==> config.mk <==
export PLATFORM = sky130hd
export DESIGN_NAME = posit_extraction_pipe
export DESIGN_NICKNAME = d
export VERILOG_FILES = /design/src/rtl/posit_extraction_pipe.sv
export SDC_FILE = /design/constraint.sdc
export NUM_CORES = 1
export LEC_CHECK = 0
export CAP_MARGIN = 10
export CELL_PAD_IN_SITES_DETAIL_PLACEMENT = 1
export CELL_PAD_IN_SITES_GLOBAL_PLACEMENT = 1
export CORE_MARGIN = 5
export CORE_UTILIZATION = 41
export CTS_CLUSTER_SIZE = 12
export DETAILED_ROUTE_END_ITERATION = 8
export PLACE_DENSITY_LB_ADDON = 0.3
export SLEW_MARGIN = 10
export SYNTH_ARGS = -nofsm -noshare
export SYNTH_HDL_FRONTEND = slang
export SYNTH_SLANG_ARGS = --single-unit
==> constraint.sdc <==
create_clock -name clk -period 3 [get_ports clk]
set_clock_uncertainty 0.2 [all_clocks]
set_input_delay 0.3 -clock clk [delete_from_list [all_inputs] [get_ports clk]]
set_output_delay 0.3 -clock clk [all_outputs]
set_load 0.02 [all_outputs]
==> src/rtl/posit_extraction_pipe.sv <==
`default_nettype none
// +------------------------------------------------------------------------+
// | Module      : posit_extraction_pipe                                    |
// | Description : Multi-lane posit field extractor for the PPU front end.  |
// |               Decodes sign, regime k, exponent, mantissa, NaR and zero  |
// |               per lane, carries the result through an elastic           |
// |               valid/ready pipeline and keeps saturating NaR/zero        |
// |               operand counters.                                         |
// | Revision    : 1.0 - initial release                                     |
// +------------------------------------------------------------------------+

// Supported posit formats; kept at compilation-unit scope so the block
// stays a single self-contained file.
typedef enum logic [1:0] {
    POSIT8_ES2  = 2'd0,
    POSIT16_ES1 = 2'd1,
    POSIT16_ES2 = 2'd2,
    POSIT32_ES2 = 2'd3
} posit_format_e;

function automatic int posit_width(input posit_format_e f);
    case (f)
        POSIT16_ES1, POSIT16_ES2: return 16;
        POSIT32_ES2:              return 32;
        default:                  return 8;
    endcase
endfunction

function automatic int exp_bits(input posit_format_e f);
    case (f)
        POSIT16_ES1: return 1;
        default:     return 2;
    endcase
endfunction

module posit_extraction_pipe #(
    parameter posit_format_e pFormat = posit_format_e'(0),
    parameter int LANES  = 1,
    parameter int STAGES = 2,
    parameter int CNT_W  = 16,
    localparam int c_N   = posit_width(pFormat),
    localparam int c_ES  = exp_bits(pFormat),
    localparam int c_RS  = $clog2(c_N),
    localparam int c_KW  = c_RS + 1
) (
    input  logic                     clk,
    input  logic                     rst,
    input  logic                     cnt_clr,
    input  logic                     in_valid,
    output logic                     in_ready,
    input  logic [LANES*c_N-1:0]     In,
    output logic                     out_valid,
    input  logic                     out_ready,
    output logic [LANES-1:0]         Sign,
    output logic [LANES*c_KW-1:0]    k,
    output logic [LANES*c_ES-1:0]    Exponent,
    output logic [LANES*c_N-1:0]     Mantissa,
    output logic [LANES-1:0]         NaR,
    output logic [LANES-1:0]         zero,
    output logic [CNT_W-1:0]         nar_cnt,
    output logic [CNT_W-1:0]         zero_cnt
);

    // Per-lane packed record: {sign, k, exponent, mantissa, nar, zero}
    localparam int c_LW     = c_KW + c_ES + c_N + 3;
    localparam int c_PW     = LANES * c_LW;
    localparam int c_OFF_M  = 2;
    localparam int c_OFF_E  = c_OFF_M + c_N;
    localparam int c_OFF_K  = c_OFF_E + c_ES;

    // Field extraction for one posit; result uses the lane record layout.
    function automatic logic [c_LW-1:0] decode_lane(input logic [c_N-1:0] p);
        logic              sgn;
        logic              is_zero;
        logic              is_nar;
        logic [c_N-2:0]    r;
        logic [c_N-2:0]    s;
        logic              run_bit;
        logic              done;
        int                m;
        logic [c_KW-1:0]   kv;
        logic [c_ES-1:0]   ev;
        logic [c_N-1:0]    mv;
        is_zero = (p == '0);
        is_nar  = (p == {1'b1, {(c_N-1){1'b0}}});
        sgn     = p[c_N-1];
        // Negative posits are decoded from their two's complement magnitude
        r       = sgn ? -p[c_N-2:0] : p[c_N-2:0];
        run_bit = r[c_N-2];
        m       = 0;
        done    = 1'b0;
        for (int i = c_N - 2; i >= 0; i--) begin
            if (!done && (r[i] == run_bit)) begin
                m = m + 1;
            end else begin
                done = 1'b1;
            end
        end
        kv = run_bit ? c_KW'(m - 1) : c_KW'(-m);
        // Drop regime run and its terminator; missing bits read as zero
        s  = r << (m + 1);
        ev = s[c_N-2 -: c_ES];
        mv = {1'b1, s[c_N-c_ES-2:0], {c_ES{1'b0}}};
        if (is_zero || is_nar) begin
            kv = '0;
            ev = '0;
            mv = '0;
        end
        return {sgn, kv, ev, mv, is_nar, is_zero};
    endfunction

    logic [c_PW-1:0]   w_dec;
    logic [LANES-1:0]  w_lane_nar;
    logic [LANES-1:0]  w_lane_zero;

    generate
        for (genvar l = 0; l < LANES; l++) begin : g_lane
            assign w_dec[l*c_LW +: c_LW] = decode_lane(In[l*c_N +: c_N]);
            assign w_lane_nar[l]         = w_dec[l*c_LW + 1];
            assign w_lane_zero[l]        = w_dec[l*c_LW];
        end
    endgenerate

    // ------------------------------------------------------------------
    // Elastic pipeline
    // ------------------------------------------------------------------
    logic [STAGES-1:0] valid_q;
    logic [c_PW-1:0]   data_q [STAGES];
    logic [STAGES-1:0] w_load;
    logic [STAGES-1:0] w_vin;
    logic [c_PW-1:0]   w_din [STAGES];
    logic [c_PW-1:0]   w_out;

    generate
        for (genvar s = 0; s < STAGES; s++) begin : g_stage
            // A stage can load unless it and every stage after it are full
            // while the consumer stalls; flattened to avoid a ready chain.
            assign w_load[s] = out_ready | ~(&valid_q[STAGES-1:s]);
            if (s == 0) begin : g_first
                assign w_vin[s] = in_valid;
                assign w_din[s] = w_dec;
            end else begin : g_next
                assign w_vin[s] = valid_q[s-1];
                assign w_din[s] = data_q[s-1];
            end
        end
    endgenerate

    // Advance each stage when it is free or its content is being taken
    always_ff @(posedge clk or posedge rst) begin
        if (rst) begin
            valid_q <= '0;
            for (int s = 0; s < STAGES; s++) begin
                data_q[s] <= '0;
            end
        end else begin
            for (int s = 0; s < STAGES; s++) begin
                if (w_load[s]) begin
                    valid_q[s] <= w_vin[s];
                    if (w_vin[s]) begin
                        data_q[s] <= w_din[s];
                    end
                end
            end
        end
    end

    assign in_ready  = w_load[0];
    assign out_valid = valid_q[STAGES-1];
    assign w_out     = data_q[STAGES-1];

    generate
        for (genvar l = 0; l < LANES; l++) begin : g_out_lane
            assign Sign[l]                   = w_out[l*c_LW + c_LW - 1];
            assign k[l*c_KW +: c_KW]         = w_out[l*c_LW + c_OFF_K +: c_KW];
            assign Exponent[l*c_ES +: c_ES]  = w_out[l*c_LW + c_OFF_E +: c_ES];
            assign Mantissa[l*c_N +: c_N]    = w_out[l*c_LW + c_OFF_M +: c_N];
            assign NaR[l]                    = w_out[l*c_LW + 1];
            assign zero[l]                   = w_out[l*c_LW];
        end
    endgenerate

    // ------------------------------------------------------------------
    // NaR / zero event counters
    // ------------------------------------------------------------------
    logic               w_xfer;
    logic [3:0]         w_nar_pop;
    logic [3:0]         w_zero_pop;
    logic [CNT_W+3:0]   w_nar_sum;
    logic [CNT_W+3:0]   w_zero_sum;
    logic [CNT_W-1:0]   nar_cnt_q;
    logic [CNT_W-1:0]   nar_cnt_d;
    logic [CNT_W-1:0]   zero_cnt_q;
    logic [CNT_W-1:0]   zero_cnt_d;

    assign w_xfer = in_valid & w_load[0];

    // Count flagged lanes of the beat presented at the input
    always_comb begin
        w_nar_pop  = '0;
        w_zero_pop = '0;
        for (int l = 0; l < LANES; l++) begin
            w_nar_pop  = w_nar_pop  + {3'b000, w_lane_nar[l]};
            w_zero_pop = w_zero_pop + {3'b000, w_lane_zero[l]};
        end
    end

    assign w_nar_sum  = {4'b0000, nar_cnt_q}  + {{CNT_W{1'b0}}, w_nar_pop};
    assign w_zero_sum = {4'b0000, zero_cnt_q} + {{CNT_W{1'b0}}, w_zero_pop};
    assign nar_cnt_d  = (w_nar_sum[CNT_W+3:CNT_W] != 4'b0000)  ? {CNT_W{1'b1}} : w_nar_sum[CNT_W-1:0];
    assign zero_cnt_d = (w_zero_sum[CNT_W+3:CNT_W] != 4'b0000) ? {CNT_W{1'b1}} : w_zero_sum[CNT_W-1:0];

    // Saturating accumulate on accepted beats; clear wins over increment
    always_ff @(posedge clk or posedge rst) begin
        if (rst) begin
            nar_cnt_q  <= '0;
            zero_cnt_q <= '0;
        end else if (cnt_clr) begin
            nar_cnt_q  <= '0;
            zero_cnt_q <= '0;
        end else if (w_xfer) begin
            nar_cnt_q  <= nar_cnt_d;
            zero_cnt_q <= zero_cnt_d;
        end
    end

    assign nar_cnt  = nar_cnt_q;
    assign zero_cnt = zero_cnt_q;

endmodule
`default_nettype wire
* Word level (Yosys, flattened, before mapping)
Index checks and enable logic that the tools add are counted.
** Operators by class
- Eq/ne operators :: 7
- Add/subtract/negate cells :: 11
- Mux-type cells :: 22
- Bitwise operators :: 5
- Reductions and logical operators :: 17
- Shifts and indexed selects :: 1
** Operators with widths (number)
- $add A32 B2 Y32 const B :: 5
- $mux W32 :: 5
- $mux W16 :: 6
- $add A16 B1 Y17 :: 2
- $shl A7 B32 Y7 :: 1
- $eq A8 B8 Y1 const B :: 1
- $logic_not A8 Y1 :: 1
- $mux W4 :: 2
- $mux W8 :: 1
- $reduce_bool A4 Y1 :: 2
- $mux W7 :: 1
- $neg A7 Y7 :: 1
- $eq A1 B1 Y1 :: 6
- $reduce_and A2 Y1 :: 3
- $logic_and A1 B1 Y1 :: 5
- $mux W1 :: 5
- $logic_not A1 Y1 :: 4
- $mux W2 :: 2
- $neg A4 Y4 :: 1
- $sub A4 B2 Y4 const B :: 1
- $add A2 B1 Y3 const B :: 1
- $not A1 Y1 :: 2
- $or A1 B1 Y1 :: 2
- $reduce_bool A2 Y1 :: 1
- other kinds (2) :: 2
** Storage, ports and cells
- Register bits :: 68
- Input port bits :: 13
- Word-level logic and storage cells :: 69
- Output and inout port bits :: 51

* Longest topological paths before layout
Gate-level depths: netlist (run 1).
- Depth in word-level cells :: 20
- Gate-level depth with buffers :: 21
- Gate-level depth less buffers :: 18

* Worst setup path after synthesis (run 1)
No wires, ideal clock.
- Path type :: input-to-reg
- Start :: in In[0]
- End :: reg data_q[28] (netlist name)
- Setup slack :: -1648 ps
- Data arrival time :: 4327 ps
- Path buffers :: 3
- Stages on the path :: 20
- Required time :: 2679 ps
- Cells stage by stage :: buf_2 -> inv_1 -> ha_1 -> or3b_4 -> a211oi_2 -> buf_2 -> nand2_1 -> a22o_1 -> ha_1 -> nand3_1 -> a31oi_1 -> o21a_1 -> ha_1 -> o31a_1 -> ha_1 -> clkbuf_1 -> mux2_2 -> nand2_1 -> o21ai_0 -> a22o_1
** Between the ends
- Word-level cells in the longest chain between the ends :: 20
- Elaborated cells on any way between the ends :: 39
** Ends and longest elaborated chain
- start: declaration :: line 51 : input logic [LANES*c_N-1:0] In,
- parallel branches: the longest is 19 deep, another holds $add A32 B2 Y32
- $mux W2 (*) :: line 104 : if (is_zero || is_nar) begin
- end signal: indexed assignment :: line 161 : data_q[s] <= w_din[s];
- end: declaration :: line 128 : logic [c_PW-1:0] data_q [STAGES];
Every way passes the cells marked *.
A chain may end at the register's enable or synchronous reset.

* Worst setup path in the final report (run 1)
- Start :: in In[1]
- End :: reg data_q[27] (netlist name)
Same word-level chain as after synthesis.

==> results of run 1 <==
per-stage QoR:
stage	instances	power [µW]	setup TNS, ps	worst slack, ps
global placement	665	1810	-40520	-1490
floorplan	428	1570	-10970	-1150
finish	724	2950	-25070	-1130
CTS	704	2710	-10650	-792
detailed placement	665	1860	-46100	-1620
global route	724	3040	-27140	-1180
cells in the mapped netlist, types with 3 or more instances:
cell / n
nor2_1: 54
nand3_1: 25
nor2b_1: 5
xnor2_1: 6
or3_1: 6
buf_4: 15
o31a_1: 3
nand2_1: 33
dfrtp_1: 64
o21ai_0: 27
a22o_1: 5
o21bai_1: 3
a211oi_1: 7
mux2i_1: 9
nor3_1: 17
a31oi_1: 8
mux2_2: 18
a311oi_1: 5
nand4_1: 6
and3_1: 5
ha_1: 9
a21oi_1: 22
clkbuf_1: 12
inv_1: 12
nand2b_1: 3
kinds of logic (layout without fill, tap and decap cells):
family          Yosys count  in the layout
compound gates          102            102
xor+xnor                 10             10
fa+ha+maj                10             10
buf+inv                  44            211
flops                    64             64
mux                      28             28
other cells               1              2
simple gates            168            168
what timing repair did:
item	4_1_cts	5_1_grt
gates resized for setup	125	87
endpoints found under the setup margin	42	42
pin swaps	64	51
buffers inserted	23	22
registers in the layout, summed over array words and instances (netlist names):
name / cells
nar_cnt: 16
zero_cnt: 16
data_q: 15
w_out: 15
valid_q: 2
layout make-up:
| cell class | count | area (µm²) | area share, % |
|---|---|---|---|
| clock buffer | 11 | 141 | 2.16 |
| multi-input combinational | 320 | 2860 | 43.5 |
| timing repair buffer | 183 | 1680 | 25.6 |
| inverter | 12 | 62.6 | 0.954 |
| clock inverter | 5 | 56.3 | 0.859 |
| sequential | 64 | 1600 | 24.4 |
| tap | 129 | 161 | 2.46 |
where the power goes:
part	internal, µW	leakage (µW)	total (µW)	switching (µW)
clock	406	0.0000993	806	400
combinational	501	0.00176	1090	585
sequential	970	0.000848	1060	85.1
total	1880	0.00271	2950	1070
path summary, 6_finish.rpt:
kind | start | end
worst max-delay path | In[1] | data_q[27]$_DFFE_PP0P_
worst min-delay path | In[0] | data_q[21]$_DFFE_PP0P_
worst max register to register | zero_cnt[7]$_DFFE_PP0P_ | zero_cnt[3]$_DFFE_PP0P_
worst min register to register | data_q[24]$_DFFE_PP0P_ | data_q[24]$_DFFE_PP0P_
max in group asynchronous | rst | data_q[17]$_DFFE_PP0P_
min in group asynchronous | rst | w_out[13]$_DFFE_PP0P_
worst max-delay path, cell delays in order:
cell      delay, ps
buf_8           100
inv_6            50
ha_4            140
or3b_4          410
a211oi_2        290
buf_4           220
nand2_4          60
a22o_4          290
ha_4            280
nand3_2          70
a31oi_1         210
o21a_2          230
ha_4            220
o31a_1          310
ha_4            220
xnor2_4         160
mux2i_2         190
a22o_1          270
a22o_1          180
routing by layer:
layer	vias up	track usage (%)	part of all wire (%)
met1	2321	33.8	38
li1	1854	-	-
met2	262	56.4	51
met3	104	5.10	4.9
met4	0	14.2	6.2
met5	-	0	0
==> results.sh, run 1 <==
export IMPL_detail_route_wl_per_cell_um=28.4
export IMPL_asyncSetResetFlopFracSynth_pct=100
export IMPL_dieWidth_um=108
export IMPL_worstSetupPathType="input pin to flop"
export IMPL_drcViolationCount=0
export IMPL_grt_start_max_net_pins=39
export IMPL_htreeDepth=3
export IMPL_dpl_hpwl_um=9220
export IMPL_layout_nets=612
export IMPL_cts_clock_pin_slew_for_the_worst_setup_and_hold_paths_ps=80
export IMPL_max_freq_mhz=242
export IMPL_worst_hold_path_type="input pin to flop"
export IMPL_synth_enable_flop_cells=0
export IMPL_num_vias=4541
export IMPL_synthesized_instance_count=427
export IMPL_grt_overflow_total=0
export IMPL_clock_root_buffer="clkbuf_8"
export IMPL_synth_top_family_by_area="simple AND/OR/NAND/NOR gates"
export IMPL_post_synth_cell_area_avg_um2=9.13
export IMPL_setup_repair_after_global_routing_missed_its_margin="yes"
export IMPL_slew_headroom_pct=46.3
export IMPL_commonest_cells_after_routing_fill_and_taps_aside="88 x buf_4, 64 x dfrtp_1, 53 x clkdlybuf4s50_1"
export IMPL_worst_slew_pin_transition_ps=803
export IMPL_setup_viol=41
export IMPL_endpoint_kind="flop"
export IMPL_cp_required_ps=3060
export IMPL_detailedRoute_firstPassIterationCount=6
export IMPL_muxShareOfSynthArea_pct=8.08
export IMPL_grt_first_pass_wirelength_um=27300
export IMPL_failed_checks="negative setup slack"
export IMPL_layout_commonest_cell="buf_4"
export IMPL_layout_min_cycle_time_ps=4130
export IMPL_synth_seq_cells=64
export IMPL_worst_ir_drop_vdd_uv=503
export IMPL_p_leak_uw=0.00271
export IMPL_finalHoldViolations=0
export IMPL_floorplan_rows=35
export IMPL_critical_path_max_fanout=5
export IMPL_grt_pass1_vias=4806
export IMPL_synth_yosys_seq_area_share_pct=41.1
export IMPL_run_status="complete, but fails checks"
export IMPL_area_share_of_fa_ha_maj_cells_after_synthesis_pct=3.14
export IMPL_track_usage_pct=30.5
export IMPL_wl_um=20600
export IMPL_postLayoutCoreUtil_pct=71.0
export IMPL_setup_slack_ps=-1130
export IMPL_max_cap_violations=0
export IMPL_coreArea_um2=9240
export IMPL_die_height_um=108
export IMPL_share_of_the_cycle_needed_by_the_critical_path_after_routing_pct=138
export IMPL_clock_sinks=64
export IMPL_simple_gate_share_of_the_synthesized_area_pct=20.5
export IMPL_worst_skew_pair_late_latency_ps=370
export IMPL_yosysWarnings=0
export IMPL_design_die_area_um2=11600
export IMPL_tritoncts_num_buffers=9
export IMPL_cellPowerDensity_nw_per_um2=449
export IMPL_critPathLaunchType="input pin"
export IMPL_final_hold_worst_slack_ps=117
export IMPL_post_route_cells_drive_above_1_share_pct=47.9
export IMPL_regToRegSetupSlack_ps=410
export IMPL_synthDominantCellAreaShare_pct=41.1
export IMPL_antenna_violating_nets_post_route=0
export IMPL_insertedDiodeCount=0
export IMPL_yosys_area_share_xor_xnor_pct=2.92
export IMPL_place_congestion=0.860
export IMPL_numPortBuffers=61
export IMPL_synth_cell_types=64
export IMPL_area_delta_synth_final_pct=68.1
export IMPL_top_level_ports=64
export IMPL_clock_tree_from_tritoncts="done"
export IMPL_post_drt_via_cell_ratio=6.27
export IMPL_synth_area_top_cells="dfrtp_1 41%, mux2_2 5.2%, nor2_1 5.2%"
export IMPL_start_util_pct=42.2
export IMPL_r2r_cells=8
export IMPL_post_route_design_area_um2=6560
export IMPL_holdPathStages=4
export IMPL_cp_data_arrival_time_ps=4190
export IMPL_clk_path_buf_depth=2
export IMPL_synth_compound_area_share_pct=18.3
export IMPL_timing_final_max_slew_violations=0
export IMPL_initial_antenna_violation_count=0
export IMPL_drtIter0Drc=294
export IMPL_syn_cell_area_um2=3900
export IMPL_synth_largest_area_cell="dfrtp_1"
export IMPL_dpl_instance_area_um2=5170
export IMPL_ctsHoldBuffers=0
export IMPL_leading_register_cell_type_out_of_synthesis="dfrtp_1"
export IMPL_fillerInstances=928
Power figures use the tool's default switching activity.
==> run 2, diff against run 1 <==
Settings changed: ABC_AREA set to 1, CORE_UTILIZATION 41 to 40, CTS_CLUSTER_SIZE 12 to not set.
==> results.sh, run 2 <==
export IMPL_report_power_total_uw=2930
export IMPL_fillerInstances=1147
export IMPL_clock_network_fraction_of_total_power_pct=28.0
export IMPL_post_route_cells_drive_above_1_share_pct=34.9
export IMPL_numPortBuffers=61
export IMPL_max_cap_violations=0
export IMPL_yosysWarnings=0
export IMPL_p_seq_share_pct=35.5
export IMPL_share_of_the_cycle_needed_by_the_critical_path_after_routing_pct=110
export IMPL_place_congestion=0.867
export IMPL_critical_path_max_stage_delay_ps=260
export IMPL_synth_area_top_cells="dfrtp_1 40%, nand2_1 8.7%, o21ai_0 8.2%"
export IMPL_cp_required_ps=3080
export IMPL_setup_slack_ps=-295
export IMPL_dieWidth_um=109
export IMPL_worst_skew_pair_late_latency_ps=350
export IMPL_clock_sinks=64
export IMPL_track_usage_pct=22.4
export IMPL_met3_usage_pct=3.41
export IMPL_htreeDepth=3
export IMPL_cts_clock_pin_slew_for_the_worst_setup_and_hold_paths_ps=70
export IMPL_cellPowerDensity_nw_per_um2=486
export IMPL_dpl_hpwl_um=8700
export IMPL_p_leak_uw=0.00279
export IMPL_synth_seq_cells=64
export IMPL_path_common_cell="nand2_4"
export IMPL_synth_largest_area_cell="dfrtp_1"
export IMPL_initial_antenna_violation_count=0
export IMPL_synth_cell_types=40
export IMPL_regToRegSetupSlack_ps=580
export IMPL_worst_path_max_delay_cell="dlygate4sd2_1"
export IMPL_tritoncts_num_buffers=9
export IMPL_die_height_um=109
export IMPL_worstSetupPathType="input pin to flop"
export IMPL_combinationalPowerShare_pct=36.5
export IMPL_clock_tree_from_tritoncts="done"
export IMPL_critical_path_max_fanout=6
export IMPL_cp_data_arrival_time_ps=3380
export IMPL_layout_commonest_cell="buf_4"
export IMPL_grt_overflow_total=0
export IMPL_antenna_violating_nets_post_route=0
export IMPL_synth_yosys_seq_area_share_pct=40.5
export IMPL_synthesized_instance_count=499
export IMPL_ctsHoldBuffers=0
export IMPL_post_drt_via_cell_ratio=5.23
export IMPL_setup_tns_ps=-1990
export IMPL_post_route_design_area_um2=6040
export IMPL_slew_headroom_pct=48.4
export IMPL_coreArea_um2=9730
export IMPL_grt_first_pass_wirelength_um=21300
export IMPL_clock_root_buffer="clkbuf_8"
export IMPL_groute_layer_met1_usage_pct=26.5
export IMPL_synthDominantCellAreaShare_pct=40.5
export IMPL_floorplan_rows=36
export IMPL_clk_path_buf_depth=2
export IMPL_yosysMostFrequentCell="nand2_1"
export IMPL_p_sw_share_pct=34.9
export IMPL_timing_final_max_slew_violations=0
export IMPL_grt_start_max_net_pins=65
export IMPL_start_util_pct=40.7
export IMPL_detailedRoute_firstPassIterationCount=4
export IMPL_r2r_cells=12
export IMPL_setup_repair_after_global_routing_missed_its_margin="yes"
export IMPL_num_vias=4024
export IMPL_max_freq_mhz=303
export IMPL_asyncSetResetFlopFracSynth_pct=100
export IMPL_crit_reg2reg_capture="zero_cnt[10]$_DFFE_PP0P_"
export IMPL_final_hold_worst_slack_ps=161
export IMPL_run_status="complete, but fails checks"
export IMPL_insertedDiodeCount=0
export IMPL_top_level_ports=64
export IMPL_layout_min_cycle_time_ps=3300
export IMPL_syn_cell_area_um2=3960
export IMPL_worst_ir_drop_vdd_uv=264
export IMPL_critPathLaunchType="input pin"
export IMPL_grt_pass1_vias=4348
export IMPL_design_die_area_um2=12000
export IMPL_commonest_cells_after_routing_fill_and_taps_aside="74 x buf_4, 73 x nand2_1, 64 x dfrtp_1"
export IMPL_failed_checks="negative setup slack"
export IMPL_drtIter0Drc=104
export IMPL_detail_route_wl_per_cell_um=18.3
export IMPL_setup_viol=9
export IMPL_synth_commonest_cells="92 x nand2_1, 65 x inv_1, 65 x o21ai_0"
export IMPL_endpoint_kind="flop"
export IMPL_wl_um=14100
export IMPL_post_synth_cell_area_avg_um2=7.93
export IMPL_worst_hold_path_type="input pin to async pin"
export IMPL_postLayoutCoreUtil_pct=62.1
export IMPL_startpoint_of_the_worst_slack_reg_to_reg_timing_path="zero_cnt[0]$_DFFE_PP0P_"
export IMPL_drcViolationCount=0
export IMPL_gr_max_usage_layer="met2"
export IMPL_met2_usage_pct=41.2
export IMPL_internal_uw=1910
export IMPL_leading_register_cell_type_out_of_synthesis="dfrtp_1"
export IMPL_area_delta_synth_final_pct=52.7
export IMPL_dpl_instance_area_um2=5180
export IMPL_synth_enable_flop_cells=0
export IMPL_layout_nets=654
export IMPL_worst_slew_pin_transition_ps=772
export IMPL_power_switching_uw=1020
export IMPL_finalHoldViolations=0
==> run 2: final cells by class <==
class                           instances  area [µm²]  area share (%)
Timing Repair Buffer                  148        1340            22.1
Sequential cell                        64        1600            26.5
Tap cell                              133         166            2.75
Clock inverter                          6        83.8            1.39
Clock buffer                           10         128            2.11
Multi-Input combinational cell        338        2420            40.1
Inverter                               71         303            5.01
==> run 2: cells by family after synthesis <==
family                   after synthesis  share of synthesized area [%]
AND/OR/NAND/NOR                      209                           26.0
buffers and inverters                 99                           11.2
AO/OA/AOI/OAI                         88                           12.5
flip-flops                            64                           40.5
XOR/XNOR                              25                           5.73
adder cells (fa/ha/maj)                9                           2.85
multiplexers                           4                           1.14
other                                  1                         0.0948
==> run 2: how the worst max path moves through the flow <==
stage,startpoint,endpoint,slack (ps),depth (start not counted)
final,In[7],data_q[25]$_DFFE_PP0P_,-300,26
after CTS,In[1],data_q[24]$_DFFE_PP0P_,-160,25
after floorplan,In[1],data_q[24]$_DFFE_PP0P_,-280,25
after detailed placement,In[1],data_q[24]$_DFFE_PP0P_,-1130,25
after global routing,In[7],data_q[25]$_DFFE_PP0P_,-460,24
after global placement,In[0],data_q[24]$_DFFE_PP0P_,-950,24
==> run 2: stage by stage <==
| step | std cells | setup slack (ps) |
|---|---|---|
| after floorplan | 500 | -280 |
| after CTS | 763 | -161 |
| final | 770 | -295 |
| after global routing | 770 | -457 |
| after global placement | 732 | -954 |
| after detailed placement | 732 | -1130 |
==> run 2: power groups by stage <==
stage	Sequential, µW	Combinational [µW]	Clock, µW
6_report	1040	1070	820
3_5_place_dp	1050	864	0
3_3_place_gp	1050	825	0
4_1_cts	1040	984	822
5_1_grt	1050	1160	864
2_1_floorplan	1040	599	0
==> run 2: critical path, delay by kind of cell <==
family | cells | cell delay (ps)
simple gates | 16 | 1520
xor+xnor | 1 | 250
fa+ha+maj | 3 | 650
buf+inv | 6 | 630
==> run 2: timing repair <==
| item | 4_1_cts | 5_1_grt |
|---|---|---|
| pin swaps | 42 | 33 |
| setup endpoints to repair | 41 | 32 |
| resized for setup | 89 | 61 |
| cloned | 2 | 1 |
| buffers inserted | 13 | 8 |
==> run 2: layer usage <==
| layer | vias up | routed length (µm) |
|---|---|---|
| li1 | 1892 | - |
| met1 | 2013 | 5780 |
| met2 | 89 | 7550 |
| met3 | 30 | 401 |
| met4 | 0 | 374 |
| met5 | - | 0 |
